--- config.mk ---
export PLATFORM = sky130hd
export DESIGN_NAME = thermo_demand_ctrl
export DESIGN_NICKNAME = d
export VERILOG_FILES = /design/src/rtl/thermo_pkg.sv /design/src/rtl/thermo_cmp.sv /design/src/rtl/thermo_demand_ctrl.sv
export SDC_FILE = /design/constraint.sdc
export NUM_CORES = 1
export LEC_CHECK = 0
export CAP_MARGIN = 25
export CORE_ASPECT_RATIO = 1.25
export CORE_MARGIN = 1.5
export CORE_UTILIZATION = 55
export CTS_CLUSTER_SIZE = 16
export DETAILED_ROUTE_END_ITERATION = 10
export HOLD_SLACK_MARGIN = 0.1
export PLACE_DENSITY = 0.79
export SLEW_MARGIN = 20
export SYNTH_ARGS = -nofsm -noshare
export SYNTH_HDL_FRONTEND = slang
export SYNTH_SLANG_ARGS = --single-unit
--- constraint.sdc ---
create_clock -name clk_i -period 4.4 [get_ports clk_i]
set_input_delay 0.44 -clock clk_i [delete_from_list [all_inputs] [get_ports clk_i]]
set_output_delay 0.44 -clock clk_i [all_outputs]
set_load 0.02 [all_outputs]
--- src/rtl/thermo_pkg.sv ---
//------------------------------------------------------------------------------
// Module  : thermo_pkg
// Brief   : Shared types and constants for the thermostat demand controller
//           and the zone controllers that reuse its comparator.
// Revision: 1.0 - initial release
//------------------------------------------------------------------------------
`default_nettype none

package thermo_pkg;

   // Demand FSM state encoding
   typedef enum logic [1:0] {
      IDLE    = 2'd0,
      RUN     = 2'd1,
      HOLDOFF = 2'd2
   } state_e;

   // Active mode encoding as seen on the status output
   localparam logic MODE_HEAT = 1'b0;
   localparam logic MODE_COOL = 1'b1;

   // Temperature words carry 4 fractional bits: 1 LSB = 1/16 degC
   localparam int TEMP_FRAC_BITS = 4;

endpackage : thermo_pkg

`default_nettype wire

--- src/rtl/thermo_cmp.sv ---
//------------------------------------------------------------------------------
// Module  : thermo_cmp
// Brief   : Combinational hysteresis comparator. Produces demand / satisfied
//           flags for the mode selected by status_i, using sums one bit
//           wider than the temperature word so they never wrap.
// Revision: 1.0 - initial release
//------------------------------------------------------------------------------
`default_nettype none

module thermo_cmp
   import thermo_pkg::*;
#(
   parameter int TW = 12
) (
   input  logic [TW-1:0] target_i,
   input  logic [TW-1:0] ambient_i,
   input  logic [TW-1:0] threshold_i,
   input  logic          status_i,
   output logic          demand_o,
   output logic          sat_o
);

   logic [TW:0] tgt_w;
   logic [TW:0] amb_w;
   logic [TW:0] tgt_plus_thr_w;
   logic [TW:0] amb_plus_thr_w;
   logic        demand_cool_w;
   logic        sat_cool_w;
   logic        demand_heat_w;
   logic        sat_heat_w;

   assign tgt_w          = {1'b0, target_i};
   assign amb_w          = {1'b0, ambient_i};
   assign tgt_plus_thr_w = tgt_w + {1'b0, threshold_i};
   assign amb_plus_thr_w = amb_w + {1'b0, threshold_i};

   // Cooling wants the room at least one band above the setpoint to start,
   // and stops once the room has come down to the setpoint.
   assign demand_cool_w = (tgt_plus_thr_w <= amb_w);
   assign sat_cool_w    = (tgt_w >= amb_w);

   // Heating mirrors that: start one band below, stop at the setpoint.
   assign demand_heat_w = (tgt_w >= amb_plus_thr_w);
   assign sat_heat_w    = (tgt_w <= amb_w);

   // Select the flag pair belonging to the active mode
   always_comb begin
      demand_o = demand_heat_w;
      sat_o    = sat_heat_w;
      if (status_i == MODE_COOL) begin
         demand_o = demand_cool_w;
         sat_o    = sat_cool_w;
      end
   end

endmodule : thermo_cmp

`default_nettype wire

--- src/rtl/thermo_demand_ctrl.sv ---
//------------------------------------------------------------------------------
// Module  : thermo_demand_ctrl
// Brief   : Turns fixed-point temperature samples into heat / cool requests
//           and an active-mode flag, with hysteresis and minimum-on /
//           minimum-off compressor protection. All outputs registered.
// Revision: 1.0 - initial release
//------------------------------------------------------------------------------
`default_nettype none

module thermo_demand_ctrl
   import thermo_pkg::*;
#(
   parameter int TW      = 12,
   parameter int CW      = 8,
   parameter int MIN_ON  = 4,
   parameter int MIN_OFF = 3
) (
   input  logic          clk_i,
   input  logic          rst_ni,
   input  logic          sample_valid_i,
   input  logic [TW-1:0] target_i,
   input  logic [TW-1:0] ambient_i,
   input  logic [TW-1:0] threshold_i,
   input  logic          mode_req_i,
   input  logic          enable_i,
   output logic          A_o,
   output logic          B_o,
   output logic          status_o,
   output logic          busy_o
);

   // Thresholds widened by one bit so a full counter still compares correctly
   localparam logic [CW:0] MIN_ON_W  = (CW+1)'(MIN_ON);
   localparam logic [CW:0] MIN_OFF_W = (CW+1)'(MIN_OFF);

   state_e        state_q,  state_d;
   logic          status_q, status_d;
   logic          a_q,      a_d;
   logic          b_q,      b_d;
   logic          busy_q,   busy_d;
   logic [CW-1:0] on_cnt_q,  on_cnt_d;
   logic [CW-1:0] off_cnt_q, off_cnt_d;

   logic          demand_w;
   logic          sat_w;
   logic [CW:0]   off_inc_w;

   // Comparator always looks at the mode registered before this edge
   thermo_cmp #(
      .TW (TW)
   ) u_cmp (
      .target_i    (target_i),
      .ambient_i   (ambient_i),
      .threshold_i (threshold_i),
      .status_i    (status_q),
      .demand_o    (demand_w),
      .sat_o       (sat_w)
   );

   assign off_inc_w = {1'b0, off_cnt_q} + 1'b1;

   // Next-state, counter and output decode for the demand FSM
   always_comb begin
      state_d   = state_q;
      status_d  = status_q;
      a_d       = a_q;
      b_d       = b_q;
      on_cnt_d  = on_cnt_q;
      off_cnt_d = off_cnt_q;

      unique case (state_q)
         IDLE: begin
            a_d      = 1'b0;
            b_d      = 1'b0;
            status_d = mode_req_i;
            if (sample_valid_i && enable_i && demand_w) begin
               // Keep the mode that was used for the decision so the
               // request and status always agree.
               state_d  = RUN;
               status_d = status_q;
               a_d      = (status_q == MODE_HEAT);
               b_d      = (status_q == MODE_COOL);
               on_cnt_d = CW'(1);
            end
         end

         RUN: begin
            if (!enable_i) begin
               // Disable wins over minimum-on protection
               state_d   = HOLDOFF;
               a_d       = 1'b0;
               b_d       = 1'b0;
               off_cnt_d = '0;
            end else if (sample_valid_i) begin
               if (on_cnt_q != '1) begin
                  on_cnt_d = on_cnt_q + 1'b1;
               end
               if (sat_w && ({1'b0, on_cnt_q} >= MIN_ON_W)) begin
                  state_d   = HOLDOFF;
                  a_d       = 1'b0;
                  b_d       = 1'b0;
                  off_cnt_d = '0;
               end
            end
         end

         HOLDOFF: begin
            a_d = 1'b0;
            b_d = 1'b0;
            if ({1'b0, off_cnt_q} >= MIN_OFF_W) begin
               // Only reachable with a zero lockout: leave after one clock
               state_d = IDLE;
            end else if (sample_valid_i) begin
               off_cnt_d = off_inc_w[CW-1:0];
               if (off_inc_w >= MIN_OFF_W) begin
                  state_d = IDLE;
               end
            end
         end

         default: begin
            state_d = IDLE;
            a_d     = 1'b0;
            b_d     = 1'b0;
         end
      endcase

      busy_d = (state_d != IDLE);
   end

   // State, counters and registered outputs
   always_ff @(posedge clk_i or negedge rst_ni) begin
      if (!rst_ni) begin
         state_q   <= IDLE;
         status_q  <= MODE_HEAT;
         a_q       <= 1'b0;
         b_q       <= 1'b0;
         busy_q    <= 1'b0;
         on_cnt_q  <= '0;
         off_cnt_q <= '0;
      end else begin
         state_q   <= state_d;
         status_q  <= status_d;
         a_q       <= a_d;
         b_q       <= b_d;
         busy_q    <= busy_d;
         on_cnt_q  <= on_cnt_d;
         off_cnt_q <= off_cnt_d;
      end
   end

   assign A_o      = a_q;
   assign B_o      = b_q;
   assign status_o = status_q;
   assign busy_o   = busy_q;

endmodule : thermo_demand_ctrl

`default_nettype wire

After elaboration in Yosys (flattened, before gate mapping). Cells that the tools add are included.

Add/subtract/negate cells: 4. Magnitude comparators: 7. Eq/ne operators: 11. Muxes and demuxes: 28. Bitwise logic cells: 2. Reduce and logical (&&, ||, !) cells: 11.

Operators with widths (number): $mux W8 (9); $pmux W8 S2 (2); $add A12 B12 Y13 (2); $mux W2 (7); $ge A12 B13 Y1 (1); $le A13 B12 Y1 (1); $ge A12 B12 Y1 (1); $le A12 B12 Y1 (1); $ne A2 B2 Y1 const B (6); $reduce_and A5 Y1 (2); $add A8 B1 Y9 const B (1); $ge A9 B2 Y1 const B (1); $add A8 B1 Y8 const B (1); $ge A8 B2 Y1 const B (1); $ge A8 B3 Y1 const B (1); $ne A8 B8 Y1 const B (1); $mux W1 (7); $ne A3 B3 Y1 const B (2); $pmux W2 S3 (1); $reduce_bool A2 Y1 (3); $pmux W1 S2 (2); $reduce_and A2 Y1 (2); $logic_and A1 B1 Y1 (3); $eq A2 B1 Y1 const B (1); other kinds (3) (4).

Register bits after elaboration: 22. Output and inout port bits: 4.

Logic depth before layout (Yosys ltp). Gate-level depths: netlist of run 1.

Word-level depth: 8. Depth in mapped cells: 16. Depth with buffers taken out: 16.

By module. From an unflattened synthesis of run 1, not the netlist that was laid out.

Cells, all modules: 340. Area, all modules: 2946.6 µm².

Modules (own cells, without submodules): thermo_cmp (instances 1, cells each 237, area each 1861.8 µm², seq. area each 0.0 µm²); thermo_demand_ctrl (instances 1, cells each 103, area each 1084.8 µm², seq. area each 550.5 µm²).

Least setup slack after synthesis of run 1. OpenSTA, ideal clock, no wires.

Path type: input-to-reg. Start point: in ambient_i[0]. End point: reg on_cnt_q[0]. Library setup time: 119 ps. Arrival time: 3437 ps. Data required time: 4281 ps. Setup slack: 844 ps. Stages on the path: 16. Path buffers: 0. Path through: ha_1 inv_1 fa_1 nor2b_4 o31ai_2 a211oi_1 o21ai_0 nor4b_1 a311oi_1 ha_1 a21o_1 a21oi_1 o2111ai_1 o2111ai_1 o31ai_4 o21ba_1.

Word-level cells in the longest chain between the ends: 6.

Ends and longest elaborated chain: start: declaration (line thermo_demand_ctrl.sv:22) `input logic [TW-1:0] ambient_i,`; $add A12 B12 Y13 (line thermo_cmp.sv:35) `assign amb_plus_thr_w = amb_w + {1'b0, threshold_i};`; $ge A12 B13 Y1 (line thermo_cmp.sv:43) `assign demand_heat_w = (tgt_w >= amb_plus_thr_w);`; $mux W1 * (line thermo_cmp.sv:50) `if (status_i == MODE_COOL) begin`; $logic_and A1 B1 Y1 * (line thermo_demand_ctrl.sv:76) `if (sample_valid_i && enable_i && demand_w) begin`; $ne A2 B2 Y1 (no line) *; $reduce_and A5 Y1 (no line) *; end signal: assignment (line thermo_demand_ctrl.sv:147) `on_cnt_q <= on_cnt_d;`; end: declaration (line thermo_demand_ctrl.sv:41) `logic [CW-1:0] on_cnt_q, on_cnt_d;`.

Every way passes the cells marked *; elsewhere a longest branch is shown, timed or not. A chain may end at the register's enable or synchronous reset.

Worst setup path after layout of run 1.
Start point: in ambient_i[0]. End point: reg status_q (netlist: status_o).

Word-level cells in the longest chain between the ends: 6.

Ends and longest elaborated chain: $add A12 B12 Y13 (line thermo_cmp.sv:35); $ge A12 B13 Y1 (line thermo_cmp.sv:43); $mux W1 * (line thermo_cmp.sv:50); $logic_and A1 B1 Y1 * (line thermo_demand_ctrl.sv:76); $not A1 Y1 (no line) *; $reduce_and A2 Y1 (no line) *; end signal: assignment (line thermo_demand_ctrl.sv:143) `status_q <= status_d;`; end: declaration (line thermo_demand_ctrl.sv:37) `logic status_q, status_d;`.

Marks and branches as above.

==> results of run 1 <==
## per-layer routing
layer | vias to the layer above | global-route usage, % | wire length, um
met2 | 44 | 45.88 | 3753
met1 | 1369 | 29.22 | 3141
met3 | 8 | 1.505 | 126
li1 | 1501 | - | -
met4 | 0 | 4.196 | 57
met5 | - | 0 | 0
## logic make-up after synthesis
| group | share of synthesized area (%) |
|---|---|
| and+or+nand+nor | 19.39 |
| AOI/OAI and AO/OA | 25.42 |
| adders and majority gates | 27.03 |
| DFF | 17.70 |
| buffers and inverters | 4.948 |
| muxes | 1.006 |
| xor gates and xnor gates | 4.505 |
## power by group through the flow
stage | Combinational, mW | Sequential [mW] | Clock (mW)
after CTS | 0.595 | 0.307 | 0.123
after floorplan | 0.417 | 0.299 | 0
after global routing | 0.678 | 0.315 | 0.131
final | 0.597 | 0.308 | 0.121
after global placement | 0.577 | 0.306 | 0
after detailed placement | 0.592 | 0.311 | 0
## synthesized netlist by cell type (2+ instances only)
cell type,instances,share of area (%)
a21oi_1,29,4.7
o21bai_1,3,0.72
dfrtp_1,22,18
nor2_1,23,2.8
o21ai_0,19,3.1
and3_1,2,0.40
inv_1,33,4.0
o2111ai_1,3,0.84
o22ai_1,3,0.60
a21o_1,6,1.4
a31oi_1,4,0.80
a211o_1,2,0.56
o21ai_1,4,0.64
a211oi_1,3,0.72
nand2b_1,9,1.8
mux2i_1,2,0.64
nor3_1,9,1.4
o21a_1,5,1.2
ha_1,64,26
a21boi_0,3,0.72
buf_6,2,0.72
or4_1,2,0.48
o211ai_1,7,1.7
nand4_1,7,1.4
or3_1,6,1.2
xnor2_1,12,3.4
xor2_1,4,1.1
nand3_1,14,2.3
and4_1,2,0.56
fa_1,2,1.3
o31ai_2,2,0.80
a21boi_1,4,0.97
clkbuf_1,2,0.24
nand2_1,28,3.4
nor4_1,3,0.60
## through the flow
| stage | power (mW) | cells | hold slack (ns) | setup TNS, ns | instance area [um^2] |
|---|---|---|---|---|---|
| final | 1.025 | 489 | 0.1360 | 0 | 3697 |
| after floorplan | 0.7155 | 376 | 0.1444 | 0 | 3110 |
| after global placement | 0.8828 | 486 | 0.5193 | 0 | 3646 |
| after detailed placement | 0.9031 | 486 | 0.5404 | -0.2685 | 3646 |
| after CTS | 1.024 | 489 | 0.5479 | 0 | 3687 |
| after global routing | 1.124 | 489 | 0.1773 | 0 | 3697 |
## sequential cells by signal, indices dropped and copies added (netlist names)
register	count
status_o	1
A_o	1
B_o	1
state_q	2
busy_o	1
on_cnt_q	8
off_cnt_q	8
## final timing paths
path	startpoint	to	cells past startpoint
max in group asynchronous	rst_ni	on_cnt_q[1]	1
worst min-delay path	rst_ni	off_cnt_q[4]	1
min in group clk_i	B_o	B_o	2
worst min register to register	B_o	B_o	2
worst max-delay path	ambient_i[0]	status_o	16
worst max register to register	off_cnt_q[0]	off_cnt_q[1]	7
## timing repair
| action | CTS | global route |
|---|---|---|
| setup endpoints to repair | 0 | 10 |
| endpoints found under the hold margin | 0 | 0 |
| resized for setup | 0 | 3 |
## worst reg2reg max path, delay by kind of cell (launching register included)
kind            cells  cell delay (ns)
flops               1             0.43
compound gates      4             0.99
simple gates        2             0.59
fa+ha+maj           1             0.26
## cell type report
type                            instances  area [um^2]  share of cell area (%)
Tap cell                               64        80.08                   2.166
Inverter                               33        123.9                   3.350
Clock buffer                            3        41.29                   1.117
Sequential cell                        22        550.5                   14.89
Multi-Input combinational cell        317         2421                   65.48
Timing Repair Buffer                   50        480.5                   12.99
==> summary.md, run 1 <==
| Metric | Value |
|---|---|
| Status | finished clean |
| Fmax achieved | 0.2463 GHz |
| Initial antenna violation count | 0 |
| CTS sink cnt | 22 |
| Total CTS buffers | 3 |
| Fin crit share | between 90 and 100% |
| Critical path required time | 4.54 ns |
| Critical path class | in -> reg |
| Critical path, cell by cell | clkdlybuf4s50_1 -> ha_1 -> inv_1 -> fa_1 -> nor2b_4 -> o31ai_2 -> a211oi_2 -> o21ai_0 -> nor4b_1 -> a311oi_1 -> ha_1 -> o2111ai_1 -> a211oi_2 -> o21ai_0 -> or3b_1 -> a311o_1 |
| Post-synth EDFFs | 0 |
| Maximum VDD drop | 0.1346 mV |
| Critical path arrival | 4.20 ns |
| Crit-path max cell delay | ~0.51 ns |
| Post-Synthesis Cells | between 300 and 400 |
| Worst Path Max Fanout | 3 |
| First DRT Iteration DRCs | 85 |
| Post-CTS Hold Buffers | 0 |
| Most frequent cells in the layout | ha_1, clkdlybuf4s50_1, inv_1, nand2_1, a21oi_1 |
| Pin count of the biggest net entering global routing | 23 |
| Global-route usage over all layers | 23.82% |
| Slew margin rel. | a little under half |
| Setup Fix Bufs, Post-CTS | 0 |
| Ports | 45 |
| Via density | 5.975 |
| Max H-tree Level | 1 |
| Worst-Skew Late Latency | 0.26 ns |
| Slack of the critical path | 0.3398 ns |
| Synth async-reset ratio | 100.0% |
| P_leak | 1.661 nW |
| Initial DRT Pass Iterations | 4 |
| Global-route wire length before repair | 12160 um |
| Filler cells | 446 |
| Placer Congestion | roughly 0.93 |
| Clock Tree Buf Depth | 2 |
| Clock share of power | around an eighth |
| Max-slew violations | 0 |
| Seq pwr share | 30.0% |
| Final Core Density | 67.93% |
| Core Area | 5443 um^2 |
| Netlist cell types | 66 |
| Crit path max-delay family | compound AO/OA/AOI/OAI gates |
| Final number of setup-violating endpoints | 0 |
| Seq cells post-synth | 22 |
| Post-synthesis cell area | around 3100 um^2 |
| Clk root buf | clkbuf_8 |
| WL per Instance | 14.48 um |
| Share of cells above drive strength 1 | 6.118% |
| Routed Antenna Nets | 0 |
| Hold Crit Class | in -> async |
| Post-synth top flop | dfrtp_1 |
| Setup crit end kind | flip-flop |
| HPWL after DPL | between 6000 and 7000 um |
| Die width | 70.27 um |
| Sequential area share after synthesis | 17.70% |
| Buf/Inv on CP | 2 |
| DRC | 0 |
| Max-cap violations | 0 |
| Final Hold Violating Endpoints | 0 |
| Internal | 585.3 uW |
| Worst-Margin Slew | 0.8082 ns |
| DR vias | 2922 |
| Row cnt | 30 |
| Antenna diode count | 0 |
| Vias in the first global route | about 2.8k |
| Syn. warnings | 0 |
| Final Skew | 0.004206 ns |
| Post-layout minimum cycle time | 4.060 ns |
| Die Area | 6119 um^2 |
| Pwr per Cell Area | 277.3 nW/um^2 |
| CTS tree | yes |
| Post-placement worst setup slack | -0.07297 ns |
| Mean Syn Cell Area | 8.273 um^2 |
| Switching Share | a little over two fifths |
| R2R setup slack | 2.00 ns |
| CTS clock-pin slew for the worst setup and hold paths | 0.07 ns |
| Critical path's slowest cell | clkdlybuf4s50_1 |
| Logic pwr share | about three fifths |
| CP startpoint kind | input port |
| Die height | ~87 um |
| Syn nets | 483 |
| Aggregate global routing overflow | 0 |
| Initial Util | a little under three fifths |
| Commonest non-fill, non-tap cell in the layout | ha_1 |
| Port-buffer cells | 44 |
| Routed wire length | 7079 um |
| RSZ-0062 raised after global routing | no |
| Switch Pwr | ~440 uW |
| Fin nets | 534 |
| Area delta synth->final | 18.87% |
No activity file was read; power rests on OpenSTA's default activity.
==> run 2, diff against run 1 <==
Settings changed: CORE_UTILIZATION 55 to 27, PLACE_DENSITY 0.79 to 0.43.
Clock period 4.4 ns to 4.41 ns, I/O delays scaled along.
==> summary.md, run 2 (same netlist as run 1, synthesis figures left out) <==
| Metric | Value |
|---|---|
| Initial antenna violation count | 0 (unchanged) |
| Worst-Margin Slew | 0.8433 ns (+0.03509 ns) |
| DRC | 1 (+1) |
| Clock Tree Buf Depth | 2 (unchanged) |
| First DRT Iteration DRCs | 76 (-11%) |
| Slew margin rel. | 43.45% (-2.4 points) |
| Global-route wire length before repair | 13830 um (+14%) |
| Routed wire length | 8323 um (+18%) |
| Critical path class | in -> reg |
| P_leak | 1.724 nW (+3.8%) |
| CP startpoint kind | input port |
| Fin nets | 542 (+1.5%) |
| Critical path's slowest cell | clkdlybuf4s50_1 |
| Initial DRT Pass Iterations | 10 (+6) |
| WL per Instance | 14.63 um (+1.0%) |
| Pin count of the biggest net entering global routing | 14 (-39%) |
| Met3 usage | 1.018% (-0.49 points) |
| CTS clock-pin slew for the worst setup and hold paths | 0.06 ns (about the same) |
| Placer Congestion | 0.8235 (-11%) |
| RSZ-0062 raised after global routing | no |
| Failing checks | design-rule violations |
| Hold Crit Class | reg -> reg |
| Final number of setup-violating endpoints | 0 (unchanged) |
| Fmax achieved | 0.2481 GHz |
| Setup crit end kind | flip-flop |
| DR vias | 2893 (-0.99%) |
| Final Skew | 0.005222 ns (+0.001015 ns) |
| Critical path arrival | 4.14 ns (-0.06 ns) |
| Clock share of power | 18.9% (+7.1 points) |
| Aggregate global routing overflow | 0 (unchanged) |
| Via density | 5.084 (-15%) |
| Total CTS buffers | 3 (unchanged) |
| Die Area | 12180 um^2 (+99%) |
| Row cnt | 43 (+43%) |
| Critical path required time | 4.52 ns (-0.02 ns) |
| Die width | 99 um (+41%) |
| Final Hold Violating Endpoints | 0 (unchanged) |
| Pwr per Cell Area | 289.3 nW/um^2 (+4.3%) |
| Final Core Density | 35.04% (-33 points) |
| Max H-tree Level | 1 (unchanged) |
| Global-route usage over all layers | 13.98% (-9.8 points) |
| Post-placement worst setup slack | -0.06331 ns (+0.009657 ns) |
| Logic pwr share | 54.1% (-4.1 points) |
| CTS tree | yes |
| Grt met1 use | 17.52% (-12 points) |
| Share of cells above drive strength 1 | 7.604% (+1.5 points) |
| HPWL after DPL | 7258 um (+18%) |
| Vias in the first global route | 2913 (+3.9%) |
| Gr busiest metal | met2 |
| Internal | 668.8 uW (+14%) |
| Final setup TNS | 0 ns (unchanged) |
| Power Total | 1.129 mW (+10%) |
| Area delta synth->final | 25.46% |
| Antenna diode count | 0 (unchanged) |
| Worst-Skew Late Latency | 0.26 ns (about the same) |
| Critical path, cell by cell | clkdlybuf4s50_1 -> inv_1 -> buf_4 -> fa_1 -> nor2b_4 -> o31ai_2 -> a211oi_2 -> o21ai_1 -> nor4b_1 -> a311oi_1 -> ha_1 -> a21o_1 -> a21oi_1 -> o2111ai_1 -> o2111ai_2 -> o31ai_4 -> nand2b_1 |
| Die height | 123 um (+41%) |
| Core Area | 11140 um^2 (+100%) |
| Fin crit share | 91.41% |
| Post-layout minimum cycle time | between 4 and 5 ns |
| Maximum VDD drop | 0.1226 mV (-8.9%) |
| Met2 Use GR | 26.47% (-19 points) |
| Routed Antenna Nets | 0 (unchanged) |
| Most frequent cells in the layout | ha_1, clkdlybuf4s50_1, inv_1, a21oi_1, nand2_1 |
| Switch Pwr | 460.1 uW (+4.5%) |
| Slack of the critical path | 0.3786 ns (+0.03882 ns) |
| CTS sink cnt | 22 (unchanged) |
| Switching Share | 40.75% (-2.2 points) |
| Ports | 45 (unchanged) |
| Initial Util | 27.93% (-29 points) |
| Commonest non-fill, non-tap cell in the layout | ha_1 |
| Seq pwr share | 27.0% (-3.0 points) |
| Port-buffer cells | 44 (unchanged) |
| Status | finished with violations |
| Worst Path Max Fanout | 10 (+7) |
| Max-slew violations | 0 (unchanged) |
| Post-CTS Hold Buffers | 0 (unchanged) |
| Crit-path max cell delay | 0.50 ns (about the same) |
| Largest regs | off_cnt_q: 8 flops, on_cnt_q: 8 flops, state_q: 2 flops |
| Max-cap violations | 0 (unchanged) |
| Clk root buf | clkbuf_16 |
[run 2: routing by layer]
layer	wire length, um	vias to the layer above
li1	-	1520
met1	3831	1335
met2	4273	31
met3	154	7
met4	63	0
met5	0	-
[run 2: per-stage QoR]
stage,hold slack (ns),std cells,area (um^2)
5_1_grt,0.5805,569,3902
3_3_place_gp,0.5129,564,3787
4_1_cts,0.5467,569,3891
2_1_floorplan,0.1454,376,3110
6_report,0.5442,569,3902
3_5_place_dp,0.5300,565,3802
[run 2: critical path: cells and delay by family]
| family | cells | cell delay [ns] |
|---|---|---|
| buf+inv | 3 | 0.72 |
| simple gates | 3 | 0.48 |
| fa+ha+maj | 2 | 0.76 |
| compound gates | 9 | 1.72 |
[run 2: cell type report]
| class | instances | area (um^2) |
|---|---|---|
| Clock buffer | 4 | 88.84 |
| Fill cell | 1173 | 7234 |
| Inverter | 33 | 123.9 |
| Multi-Input combinational cell | 317 | 2417 |
| Sequential cell | 22 | 550.5 |
| Tap cell | 135 | 168.9 |
| Timing Repair Buffer | 58 | 553.0 |
[run 2: worst paths after layout]
| check | startpoint | end | slack, ns | cells past startpoint |
|---|---|---|---|---|
| max | threshold_i[1] | state_q[0] | 0.38 | 17 |
| max reg2reg | off_cnt_q[0] | off_cnt_q[1] | 1.95 | 7 |
| max in group asynchronous | rst_ni | state_q[0] | 3.37 | 2 |
| min reg2reg | B_o | B_o | 0.54 | 2 |
| min | B_o | B_o | 0.54 | 2 |
| min in group asynchronous | rst_ni | off_cnt_q[0] | 0.56 | 1 |
[run 2: power by group through the flow]
stage	Sequential (mW)	Clock [mW]	Combinational [mW]
after floorplan	0.298	0	0.416
after global placement	0.307	0	0.609
after detailed placement	0.307	0	0.617
after CTS	0.305	0.219	0.618
after global routing	0.313	0.224	0.693
final	0.305	0.214	0.610
[run 2: timing repair]
item                                    CTS  global route
endpoints found under the setup margin    0            11
gates resized for setup                   0             3
setup buffers                             0             0
==> RTL change 1 (flow settings as in run 2) <==
Register the output `A_o` once more, without a reset; this adds one clock of latency there. The other outputs are not delayed to match.
--- a/src/rtl/thermo_demand_ctrl.sv
+++ b/src/rtl/thermo_demand_ctrl.sv
@@ -149,7 +149,9 @@
       end
    end
 
-   assign A_o      = a_q;
+   always_ff @(posedge clk_i) begin
+      A_o <= a_q;
+   end
    assign B_o      = b_q;
    assign status_o = status_q;
    assign busy_o   = busy_q;
Check against the original RTL: not equivalent (a bounded check fails within 4 cycles, from zero or initial values and one cycle with rst_ni low).
==> RTL change 1 against run 2 <==
Critical path type unchanged; routed wire length shrank 0.72%; sequential cell count grew 1; via count shrank 1.8%; setup slack worse by 0.11 ns; clock power is 9% lower; highest routed layer unchanged; power decreased by 6.0%; design area down 1.0%; area after synthesis decreased by 2.1%; worst hold slack worse by 0.17 ns.
==> RTL change 1: results (changes against run 2) <==
Final layout:
- The clock buffer instance count of the final layout came to 3 (-1).
- The clock tree cell share of total cell area was 0.0207 (-0.00203).
- The number of non-clock buffers in the layout was 62 (+6.9%).
- The core occupancy in the finished layout was 0.350 (about the same).
- The net count of the finished layout is 525 (-3.1%).
- The number of non-clock inverters came to 28 (-15%).
- The multi-input logic portion of the cell area was 0.606 (-0.0130).
- The proportion of layout cells with a drive suffix above 1 was 0.0600 (-0.0161).
- The non-clock buffer area fraction after layout was 0.154 (+0.0125).
- The number of combinational gates with multiple inputs is 300 (-5.4%).
- The number of fill cells in the layout was 1143 (-2.6%).
- The share of the final layout cell area in sequential cells is 0.148 (+0.00665).

Pwr:
- The combinational logic power came to 0.000562 W (-7.9%).
- The static power due to leakage came to 1.77 nW (+2.7%).
- The peak supply drop is 234 uV (+91%).
- The internal power summed over all cells came to 0.000640 W (-4.4%).
- The power drawn by the clock network was 0.000195 W (-9%).

Timing:
- The worst clock skew is 0.000661 ns (-0.00456 ns).
- The actual slew at the worst max-slew pin is 0.767 ns (-0.0762 ns).

Routing:
- The number of detailed-routing iterations run before antenna repair came to 4 (-6).
- The DRC violation total after the first TritonRoute iteration is 81 (+6.6%).
- The detailed-routing wirelength on met1 is 3810 microns (-0.52%).
- The routed wire length is 8260 microns (-0.72%).

Status:
- The flow ran to the end, and the final reports show no timing, DRC or antenna violations.

Critical path:
- The start point of the critical path is target_i[0].
- The critical register-to-register path startpoint is on_cnt_q[0].

Synth:
- Sorting the synthesized cells by how often they occur yields sky130_fd_sc_hd__ha_1, sky130_fd_sc_hd__a21oi_1, sky130_fd_sc_hd__inv_1, sky130_fd_sc_hd__dfrtp_1, sky130_fd_sc_hd__nor2_1.
- The compound-gate portion of the synthesized area is 0.276 (+0.0216).
- By area the synthesized netlist is led by sky130_fd_sc_hd__ha_1, sky130_fd_sc_hd__dfrtp_1, sky130_fd_sc_hd__a21oi_1.
- The mean instance size in the synthesized netlist is 8.55 sq um (+3.4%).
- The total nets after synthesis is 463 (-4.1%).
- The synthesized-area fraction occupied by adder cells is 0.276 (+0.00589).

GRT:
- The met3 demand-to-capacity share in global routing is 0.0103 (+0.000152).
- The met1 track demand over resource is 0.175 (-0.000306).
- The met2 global-route usage was 0.261 (-0.00388).
- The maximum number of pins on one net before global-route repair is 15 (+1).

Place:
- The detailed-placement wirelength estimate is 7020 microns (-3.3%).
- The placer congestion estimate was 0.803 (-2.5%).
- The instance area after placement is 0.00378 sq mm (-0.53%).
- The instance count after placement with tap cells included came to 548 (-3.0%).
- The setup slack after placement is -0.0143 ns (+0.0490 ns).

Clocking:
- The number of sinks on the clock net is 23 (+4.5%).

Worst hold path:
- The origin of the worst min-delay path is a_q.
## RTL change 1: cell count changes in the layout (fill, tap and decap cells not counted), moves of 4 or more
cell                      delta
sky130_fd_sc_hd__nor2_1      -4
sky130_fd_sc_hd__nand2_1    -11
sky130_fd_sc_hd__o31ai_1     +5
sky130_fd_sc_hd__nand3_1     -5
sky130_fd_sc_hd__o31a_1      +4
sky130_fd_sc_hd__inv_1       -5
sky130_fd_sc_hd__o21ai_0    -10
sky130_fd_sc_hd__a31o_1      +5
sky130_fd_sc_hd__a21oi_1     +6
sky130_fd_sc_hd__nor2b_1     +7
## RTL change 1: path summary, 6_finish.rpt
kind                           endpoint  slack [ns]  depth (start not counted)
min reg2reg                         A_o        0.37                          0
min                                 A_o        0.37                          0
max in group asynchronous   on_cnt_q[7]        3.45                          2
max reg2reg                 on_cnt_q[5]        2.06                          7
min in group asynchronous  off_cnt_q[6]        0.50                          1
max                         on_cnt_q[5]        0.27                         18
==> RTL change 2 (settings of run 2) <==
Made on the original files. The parameter `CW` goes from 8 to 7.
--- a/src/rtl/thermo_demand_ctrl.sv
+++ b/src/rtl/thermo_demand_ctrl.sv
@@ -11,7 +11,7 @@
    import thermo_pkg::*;
 #(
    parameter int TW      = 12,
-   parameter int CW      = 8,
+   parameter int CW      = 7,
    parameter int MIN_ON  = 4,
    parameter int MIN_OFF = 3
 ) (
Behaviour: same outputs for any inputs over 10 cycles, from zero or initial values and one cycle with rst_ni low; that may be too few to reach the edited logic, so the function may still have changed.
==> RTL change 2 against run 2 <==
Power grew 2.6%; sequential power fell by 6%; synthesized cell count down 9.6%; critical path depth rose by 2; clock skew decreased by 0.0032 ns; sequential cell count shrank 2; routed wire length shrank 8.5%; area after synthesis down 8.0%; global-route usage up 0.47 points; first-iteration DRC count decreased by 26%; register-to-register slack gained 0.53 ns; design area decreased by 4.1%; setup slack got worse by 0.11 ns; critical path type unchanged; critical endpoint is now busy_o; largest power group unchanged; highest routed layer unchanged.
==> RTL change 2: results (changes against run 2) <==
Routing:
- The average wire per standard cell is 14.2 microns (-3.2%).
- The DRC violation total after the first TritonRoute iteration was 56 (-26%).
- The via-per-instance ratio is 4.90 (-3.7%).

Critical path:
- The maximum net fanout on the critical path is 4 (-6).
- The arrival time at the worst endpoint was 4.26 ns (+0.12 ns).

Worst hold path:
- The class of the tightest hold or removal check is in2async.

Timing:
- The tightest slew margin relative to the limit is 0.706 (+0.272).
- The worst clock skew is 0.00201 ns (-0.00321 ns).

Final layout:
- The share of the final layout cell area in sequential cells is 0.134 (-0.00734).
- The number of non-clock inverters is 28 (-15%).
- The number of fill cells in the layout is 1082 (-7.8%).
- The multi-input logic portion of the cell area is 0.601 (-0.0183).
- The number of standard cells in the layout, taps in and fillers out is 538 (-5.4%).
- The number of non-clock buffers in the layout came to 67 (+16%).
- The non-clock buffer area fraction after layout is 0.166 (+0.0241).
- The net count of the finished layout is 517 (-4.6%).

GRT:
- The maximum number of pins on one net before global-route repair was 21 (+7).
- The first-pass GRT wire length is 12900 microns (-6.9%).
- The via count of the first global-routing pass is 2738 (-6.0%).
- The overall fraction of global-route tracks in use is 0.145 (+0.00472).

Place:
- The detailed-placement wirelength estimate is 6670 microns (-8.2%).
- The setup slack after placement is -0.0902 ns (-0.0269 ns).
- The instance count after placement with tap cells included is 532 (-5.8%).

Synth:
- The number of register bits inferred by synthesis is 20 (-9.1%).
- The mean instance size in the synthesized netlist is 8.41 sq um (+1.7%).
- The distinct cell type count of the synthesized netlist is 53 (-20%).
- The commonest cells after synthesis are sky130_fd_sc_hd__ha_1, sky130_fd_sc_hd__a21oi_1, sky130_fd_sc_hd__inv_1, sky130_fd_sc_hd__nor2_1, sky130_fd_sc_hd__dfrtp_1.
- By area the synthesized netlist is led by sky130_fd_sc_hd__ha_1, sky130_fd_sc_hd__dfrtp_1, sky130_fd_sc_hd__a21oi_1.

Pwr:
- The peak supply drop is 274 uV (+120%).
- The static power due to leakage is 1.82 nW (+5.8%).

Status:
- The run finished with clean final reports.
==> RTL change 2: logic make-up (layout without fill, tap and decap cells) <==
family                   Yosys count  count (layout)  synth area share
XOR/XNOR                          20              20            0.0612
AND/OR/NAND/NOR                  103             103             0.191
adder cells (fa/ha/maj)           66              66             0.294
AO/OA/AOI/OAI                     98              98             0.228
multiplexers                       3               3            0.0114
flip-flops                        20              20             0.175
buffers and inverters             30              99            0.0394
==> RTL change 2: path summary, 6_finish.rpt <==
path | start | end | depth (start not counted) | slack (ns)
worst max-delay path | threshold_i[0] | busy_o | 19 | 0.27
worst min-delay path | rst_ni | off_cnt_q[4] | 1 | 0.44
worst max register to register | on_cnt_q[2] | off_cnt_q[1] | 7 | 2.48
worst min register to register | A_o | A_o | 1 | 0.49
max in group asynchronous | rst_ni | on_cnt_q[0] | 2 | 3.57
min in group clk_i | A_o | A_o | 1 | 0.49
==> RTL change 2: per-layer routing <==
metal | track usage | wire, microns | up-vias
met5 | 0 | 0 | -
met4 | 0.0382 | 89 | 0
met3 | 0.00646 | 141 | 4
met2 | 0.271 | 4090 | 27
met1 | 0.173 | 3300 | 1213
li1 | - | - | 1391
==> RTL change 2: per-stage QoR <==
stage                     utilization  TNS [ns]
final                           0.367         0
after global routing            0.367         0
after CTS                       0.364         0
after detailed placement        0.354   -0.0902
after global placement          0.354         0
after floorplan                     -         0
==> RTL change 2: where the power goes <==
part | internal (W) | total, W | switching, W
Clock | 0.000180 | 0.000249 | 0.0000687
Sequential | 0.000231 | 0.000286 | 0.0000546
Combinational | 0.000309 | 0.000624 | 0.000314
Total | 0.000721 | 0.00116 | 0.000438
==> RTL change 2: timing repair <==
action,in CTS,in global routing
endpoints found under the setup margin,0,2
resized for setup,0,2
buffers inserted,0,1
